===== src/rtl/pc_gen_unit_if.sv =====
// Fetch/decode PC-generation bus: redirect controls and operands in, fetch PC and branch arithmetic out.
interface pc_gen_unit_if #(
  parameter int ADDR_W = 32,
  parameter int IMM_W  = 16
);
  logic              stall_f;
  logic              branch_d;
  logic              jump_d;
  logic [IMM_W-1:0]  imm_d;
  logic [ADDR_W-1:0] pcplus_d;
  logic [ADDR_W-1:0] jump_target_d;
  logic [ADDR_W-1:0] pc_f;
  logic [ADDR_W-1:0] pcplus_f;
  logic [ADDR_W-1:0] signimm_d;
  logic [ADDR_W-1:0] pcbranch_d;
  logic              redirect_f;
  logic              pending_o;
  logic              misalign_f;

  modport master (
    output stall_f, branch_d, jump_d, imm_d, pcplus_d, jump_target_d,
    input  pc_f, pcplus_f, signimm_d, pcbranch_d, redirect_f, pending_o, misalign_f
  );

  modport slave (
    input  stall_f, branch_d, jump_d, imm_d, pcplus_d, jump_target_d,
    output pc_f, pcplus_f, signimm_d, pcbranch_d, redirect_f, pending_o, misalign_f
  );
endinterface


===== src/rtl/pc_gen_unit.sv =====
// Fetch PC register with sequential/branch/jump select; 1-cycle redirect latency, one-slot redirect buffer.
// Stall holds the PC and parks a redirect until release. PC_ALIGN_CHECK_EN enables misaligned-target rejection.
module pc_gen_unit #(
  parameter int              ADDR_W   = 32,
  parameter int              IMM_W    = 16,
  parameter int              STEP     = 4,
  parameter int              SHIFT    = 2,
  parameter logic [ADDR_W-1:0] RESET_PC = '0
) (
  input  logic         clk,
  input  logic         rst_n,
  pc_gen_unit_if.slave bus
);

  localparam logic [ADDR_W-1:0] STEP_V     = ADDR_W'(STEP);
  localparam logic [ADDR_W-1:0] ALIGN_MASK = ADDR_W'((64'd1 << SHIFT) - 64'd1);

  logic [ADDR_W-1:0] pc_q;
  logic [ADDR_W-1:0] pend_tgt_q;
  logic              pend_q;
  logic              misalign_q;
  logic [ADDR_W-1:0] pcplus;
  logic [ADDR_W-1:0] signimm;
  logic [ADDR_W-1:0] pcbranch;
  logic [ADDR_W-1:0] target;
  logic [ADDR_W-1:0] next_pc;
  logic              req;
  logic              bad_tgt;
  logic              redirect;

  always_comb begin
    pcplus   = pc_q + STEP_V;
    signimm  = {{(ADDR_W-IMM_W){bus.imm_d[IMM_W-1]}}, bus.imm_d};
    pcbranch = (signimm << SHIFT) + bus.pcplus_d;
    req      = bus.jump_d | bus.branch_d;
    target   = bus.jump_d ? bus.jump_target_d : pcbranch;
`ifdef PC_ALIGN_CHECK_EN
    bad_tgt  = req && ((target & ALIGN_MASK) != '0);
`else
    bad_tgt  = 1'b0;
`endif
    // A rejected target falls through to sequential, not to an older pending entry.
    redirect = !bus.stall_f && ((req && !bad_tgt) || (!req && pend_q));
    next_pc  = pcplus;
    if (redirect) begin
      next_pc = req ? target : pend_tgt_q;
    end
  end

  always_ff @(posedge clk or negedge rst_n) begin
    if (!rst_n) begin
      pc_q       <= RESET_PC;
      pend_q     <= 1'b0;
      pend_tgt_q <= '0;
    end else if (bus.stall_f) begin
      if (req && bad_tgt) begin
        pend_q <= 1'b0;
      end else if (req) begin
        pend_q     <= 1'b1;
        pend_tgt_q <= target;
      end
    end else begin
      pc_q   <= next_pc;
      pend_q <= 1'b0;
    end
  end

`ifdef PC_ALIGN_CHECK_EN
  always_ff @(posedge clk or negedge rst_n) begin
    if (!rst_n) begin
      misalign_q <= 1'b0;
    end else begin
      misalign_q <= bad_tgt;
    end
  end
`else
  assign misalign_q = 1'b0;
`endif

  assign bus.pc_f       = pc_q;
  assign bus.pcplus_f   = pcplus;
  assign bus.signimm_d  = signimm;
  assign bus.pcbranch_d = pcbranch;
  assign bus.redirect_f = redirect;
  assign bus.pending_o  = pend_q;
  assign bus.misalign_f = misalign_q;

endmodule

===== src/flat_wrapper.sv =====
// flat-port wrapper written by rule: the top's interface ports become plain ports
module pc_gen_unit_flat 
#(
  parameter int              ADDR_W   = 32,
  parameter int              IMM_W    = 16,
  parameter int              STEP     = 4,
  parameter int              SHIFT    = 2,
  parameter logic [ADDR_W-1:0] RESET_PC = '0
)
  (clk, rst_n, bus_stall_f, bus_branch_d, bus_jump_d, bus_imm_d, bus_pcplus_d, bus_jump_target_d, bus_pc_f, bus_pcplus_f, bus_signimm_d, bus_pcbranch_d, bus_redirect_f, bus_pending_o, bus_misalign_f);
  pc_gen_unit_if #(.ADDR_W(ADDR_W), .IMM_W(IMM_W)) bus_i ();
  input  logic clk;
  input  logic rst_n;
  input wire logic [$bits(bus_i.stall_f)-1:0] bus_stall_f;
  input wire logic [$bits(bus_i.branch_d)-1:0] bus_branch_d;
  input wire logic [$bits(bus_i.jump_d)-1:0] bus_jump_d;
  input wire logic [$bits(bus_i.imm_d)-1:0] bus_imm_d;
  input wire logic [$bits(bus_i.pcplus_d)-1:0] bus_pcplus_d;
  input wire logic [$bits(bus_i.jump_target_d)-1:0] bus_jump_target_d;
  output wire logic [$bits(bus_i.pc_f)-1:0] bus_pc_f;
  output wire logic [$bits(bus_i.pcplus_f)-1:0] bus_pcplus_f;
  output wire logic [$bits(bus_i.signimm_d)-1:0] bus_signimm_d;
  output wire logic [$bits(bus_i.pcbranch_d)-1:0] bus_pcbranch_d;
  output wire logic [$bits(bus_i.redirect_f)-1:0] bus_redirect_f;
  output wire logic [$bits(bus_i.pending_o)-1:0] bus_pending_o;
  output wire logic [$bits(bus_i.misalign_f)-1:0] bus_misalign_f;
  assign bus_i.stall_f = bus_stall_f;
  assign bus_i.branch_d = bus_branch_d;
  assign bus_i.jump_d = bus_jump_d;
  assign bus_i.imm_d = bus_imm_d;
  assign bus_i.pcplus_d = bus_pcplus_d;
  assign bus_i.jump_target_d = bus_jump_target_d;
  assign bus_pc_f = bus_i.pc_f;
  assign bus_pcplus_f = bus_i.pcplus_f;
  assign bus_signimm_d = bus_i.signimm_d;
  assign bus_pcbranch_d = bus_i.pcbranch_d;
  assign bus_redirect_f = bus_i.redirect_f;
  assign bus_pending_o = bus_i.pending_o;
  assign bus_misalign_f = bus_i.misalign_f;
  pc_gen_unit #(.ADDR_W(ADDR_W), .IMM_W(IMM_W), .STEP(STEP), .SHIFT(SHIFT), .RESET_PC(RESET_PC)) u_core (.clk(clk), .rst_n(rst_n), .bus(bus_i));
endmodule

===== config.mk =====
export PLATFORM = sky130hd
export DESIGN_NAME = pc_gen_unit_flat
export DESIGN_NICKNAME = d
export VERILOG_FILES = /design/src/rtl/pc_gen_unit_if.sv /design/src/rtl/pc_gen_unit.sv /design/src/flat_wrapper.sv
export SDC_FILE = /design/constraint.sdc
export NUM_CORES = 1
export LEC_CHECK = 0
export CORE_MARGIN = 4
export CORE_UTILIZATION = 30
export CTS_BUF_LIST = sky130_fd_sc_hd__clkbuf_2 sky130_fd_sc_hd__clkbuf_4 sky130_fd_sc_hd__clkbuf_8
export DETAILED_ROUTE_END_ITERATION = 12
export GPL_TIMING_DRIVEN = 0
export PLACE_DENSITY = 0.56
export RECOVER_POWER = 100
export SLEW_MARGIN = 25
export SYNTH_ARGS = -nofsm -noshare
export SYNTH_HDL_FRONTEND = slang
export SYNTH_SLANG_ARGS = --single-unit

===== constraint.sdc =====
create_clock -name clk -period 12.6 [get_ports clk]
set_clock_uncertainty 0.05 [all_clocks]
set_input_delay 3.78 -clock clk [delete_from_list [all_inputs] [get_ports clk]]
set_output_delay 3.78 -clock clk [all_outputs]
set_load 0.05 [all_outputs]

==> Word level (Yosys, flattened, before mapping) <==
Index checks and enable logic that the tools add are counted.
{ "word_totals": {"ff_bits": 65, "in_bits": 85, "output_inout_bits": 131, "elab_cells": 17} }
{ "op_classes": {"n_addsub": 2, "n_eq_ne": 1, "n_mux": 5, "n_bitwise": 1, "n_reduce_logical": 5} }
{ "op_table": {"columns": ["operator", "count"], "rows": [
  ["2-to-1 mux 32 bit", 3],
  ["adder 32 x 3 -> 32 bit (second input constant)", 1],
  ["adder 32 bit", 1],
  ["logical AND 1 bit", 2],
  ["zero test 1 bit", 2],
  ["2-to-1 mux 1 bit", 2],
  ["inequality test 2 x 1 -> 1 bit (second input constant)", 1],
  ["logical OR 1 bit", 1],
  ["OR 1 bit", 1]
]} }

==> Logic depth before layout (Yosys ltp) <==
{ "logic_depth": {"ltp_word": 6, "depth_mapped": 11} }

==> Worst setup path before layout <==
OpenSTA, ideal clock, no wires.
{ "synth_path": {"kind": "input to output", "start": "input port bus_pcplus_d[2]", "end": "output port bus_pcbranch_d[28]", "arrival_time_ns": 6.367, "t_required_ns": 8.770, "setup_slack_ns": 2.403, "path_stages": 10, "n_path_buf": 0, "cell_sequence": "ha_1 -> inv_1 -> fa_1 -> nor2b_1 -> o2111ai_2 -> a31oi_1 -> o2111a_1 -> o21ai_0 -> a31oi_1 -> xor2_1"} }
{ "synth_between": {"elab_chain_cells": 1} }
{ "synth_lines": {"columns": ["element", "line", "rtl"], "rows": [
  ["start, declared", "flat_wrapper.sv:18", "input wire logic [$bits(bus_i.pcplus_d)-1:0] bus_pcplus_d;"],
  ["adder 32 bit", "pc_gen_unit.sv:34", "pcbranch = (signimm << SHIFT) + bus.pcplus_d;"],
  ["end, declared", "flat_wrapper.sv:23", "output wire logic [$bits(bus_i.pcbranch_d)-1:0] bus_pcbranch_d;"]
]} }
No other way between the ends.

==> Final worst setup path <==
{ "layout_path": {"start": "input port bus_imm_d[15]", "end": "output port bus_pcbranch_d[31]"} }
{ "layout_between": {"elab_chain_cells": 1} }
{ "layout_lines": {"columns": ["element", "line", "rtl"], "rows": [
  ["start, declared", "flat_wrapper.sv:17", "input wire logic [$bits(bus_i.imm_d)-1:0] bus_imm_d;"],
  ["adder 32 bit", "pc_gen_unit.sv:34", null]
]} }
No other way between the ends.

==> impl_results.md <==
- Rows: 52
- Max Slew Vio Count: 48
- Status: finished with violations
- Chip Height: 151.8 microns
- Largest net degree at the start of global routing: between 40 and 50
- Initial DRC Count: 542
- Headroom to the max-slew limit: -79.92%
- First-pass GRT wire length: 36.65 mm
- Core region area: 0.02030 sq mm
- Buffers on Ports: around 210
- Post-DP HPWL: 19.37 mm
- Sequential share of the synthesized area: 26.23%
- CP delay by family, top: buffers and inverters
- Vias in the first global route: 6509
- Post-synthesis cell count: 765
- Period Utilization, post-route: 93.47%
- CTS max path bufs: 2
- Max Fclk: around 85 MHz
- Via count: 6765
- Worst skew pair latency: about 0.37 ns
- Clock Sinks: 65
- Syn Nets: 881
- WL final: 24.45 mm
- Worst Tran Pin Value: 2.699 ns
- H-tree depth: 3
- Post-route antenna net violation count: 0
- Initial Utilization: 30.55%
- DIE WIDTH: 151.8 microns
- Mapped Area: 0.006202 sq mm
- Power, Total: 1.091 mW
- Ports: 216
- Failing checks: max-capacitance violations, max-slew violations
- Crit path buf inv count: 3
- GPL Wtd Cong: a little under 0.9
- Synth top area cells: dfrtp_1 (26%), ha_1 (6.1%), xnor2_1 (4.7%)
- TritonCTS buffer count: 9
- Die footprint: roughly 0.023 sq mm
- RSZ-0062 raised after global routing: false
- Syn avg cell area: around 8.1 sq um
- Max cap viols: 1
- Synth Flop Type: dfrtp_1
- Netlist cell types: 74
- Number of synthesized flops with an enable pin: 0
- Fin crit period: 11.78 ns
- Post-cts sizing count: 0
- DRC: 0
- Setup TNS Final: 0 ns
- Worst path cell trace: clkbuf_1 -> ha_1 -> a21oi_1 -> o211ai_1 -> a2111oi_4 -> a21oi_1 -> a211o_2 -> a41oi_1 -> xnor2_1 -> inv_1 -> dlygate4sd3_1
- Worst vdd ir: ~48 uV
- Yosys top cell by area: dfrtp_1
- Initial antenna violation count: 2
- GR Overflow Total: 0
- Crit-path max FO: 32
- Layout cells sized above 1: approximately 8%
- Routed WL per cell: 19.28 microns
- P&R area growth vs syn: 42.95%
- Final net count: 1107
- Final worst slack: about 0.8 ns
- Setup violations, final: 0
- Crit path largest cell delay: slightly below 1 ns
- Count leader, synth: dfrtp_1
- Reg clk slew, reported paths: 0.07 ns
- Static leakage: ~3.8 nW
- Hold WC Path Type: flop to flop
- Design Area, Final: 0.008866 sq mm
- Required time of the critical path: between 8 and 9 ns
- CP Capture Type: primary output
- Gr usage total: 20.72%
- Initial DRT Pass Iterations: 5
- Core Util, Final: 43.68%
- Post-CTS setup buffers: 0
- Placed cell areas: between 0.008 and 0.009 sq mm
- Yosys reg bits: 65
- Hold_buf cts: 0
- Ys async rst share: 100.0%
- Power per cell area: about 120 mW/mm^2
- DR vias/cell: 5.335
- Commonest cells in the netlist: dfrtp_1 (65), nand2_1 (63), nor2_1 (56)
- Crit start category: primary input
- Critical path class: primary input to primary output
- CTS Root Cell: clkbuf_8
- Slowest cell on crit path: clkbuf_1
- CP Data Arrival Time: 7.95 ns
- Final number of hold-violating endpoints: 0
- CTS tree: built
- Area share of the largest cell type after synthesis: 26.23%
- Cell mode on critical path: a21oi_1
- Place WS: 1.029 ns
- Synth Warn #: 0
-- per-stage QoR --
stage | std cells | hold WS (ns)
CTS | 1266 | 0.4391
floorplan | 765 | 0.3941
global route | 1267 | 0.4655
detailed placement | 1250 | 0.4167
finish | 1268 | 0.4374
global placement | 1248 | 0.4130
-- sequential cells by signal (all words and copies together), names as in the netlist --
register and count:
u_core.bus.pc_f 32, u_core.bus.pending_o 1, u_core.pend_tgt_q 32
-- cell usage in the layout, fill, tap and decap left out, types with 4 or more instances in the layout --
cell               n
nor3b_1            4
a211oi_1           9
and4_1             4
mux2i_1           14
a221o_1           10
a21oi_1           49
nor3_1            15
mux2_2            11
and3_1            21
a22o_1             8
a31oi_1           10
o21ai_0           50
a22oi_1            7
buf_4             37
a31o_2             4
and2_1             9
o31ai_1           10
or3_1              6
xor2_1            18
inv_1             26
a21o_1            25
dlygate4sd3_1    132
o22ai_1           13
o21a_1             7
nand3_1           23
nor2_1            56
dfrtp_1           65
clkbuf_8          12
a41oi_1            4
nor2b_1            7
xnor2_1           33
nand4_1           11
a221oi_1           5
clkbuf_1          39
clkdlybuf4s50_1   79
ha_1              30
nand2_1           63
-- per-layer routing --
metal  GRT usage, %  part of all wire (%)  vias up
met3          3.540                   8.5       33
met5              0                 0.049        -
met4          5.795                   1.7        2
met2          33.42                    45      281
li1               -                     -     3259
met1          28.61                    44     3190
-- worst paths after layout --
kind / from / slack (ns) / cells after the start / end
worst max register to register: u_core.bus.pc_f[2] / 9.20 / 10 / u_core.bus.pc_f[26]
worst min register to register: u_core.pend_tgt_q[12] / 0.44 / 2 / u_core.pend_tgt_q[12]
worst max-delay path: bus_imm_d[15] / 0.82 / 11 / bus_pcbranch_d[31]
min in group asynchronous: rst_n / 3.57 / 1 / u_core.bus.pc_f[4]
worst min-delay path: u_core.pend_tgt_q[12] / 0.44 / 2 / u_core.pend_tgt_q[12]
max in group asynchronous: rst_n / 5.80 / 2 / u_core.bus.pc_f[22]
-- where the power goes --
group / internal [mW] / total (mW) / switching (mW) / leakage [nW]
clock: 0.112 / 0.198 / 0.0866 / 0.114
combinational: 0.206 / 0.615 / 0.409 / 2.92
sequential: 0.242 / 0.277 / 0.0349 / 0.770
total: 0.560 / 1.09 / 0.530 / 3.80
-- layout make-up --
cell class | instances | area (sq um)
sequential | 65 | 1627
clock buffer | 14 | 180.2
fill | 2098 | 11430
antenna | 2 | 5.005
buffer | 79 | 440.4
multi-input combinational | 595 | 4009
inverter | 26 | 97.59
clock inverter | 2 | 35.03
tap | 270 | 337.8
timing repair buffer | 215 | 2135
-- logic make-up (layout without fill, tap and decap cells) --
kind of cell             Yosys count  count (layout)  synth area share (%)
AO/OA/AOI/OAI                    250             250                 28.06
AND/OR/NAND/NOR                  235             235                 18.78
buffers and inverters            105             336                 8.674
flip-flops                        65              65                 26.23
XOR/XNOR                          51              51                 7.202
adder cells (fa/ha/maj)           31              31                 6.375
multiplexers                      27              27                 4.620
other                              1               3               0.06046
-- tightest hold or removal path, stage by stage, from the launching register on --
cell	delay (ns)
dfrtp_1	0.34
nand2_1	0.05
o31ai_1	0.06
(Power assumes the default switching activity.)
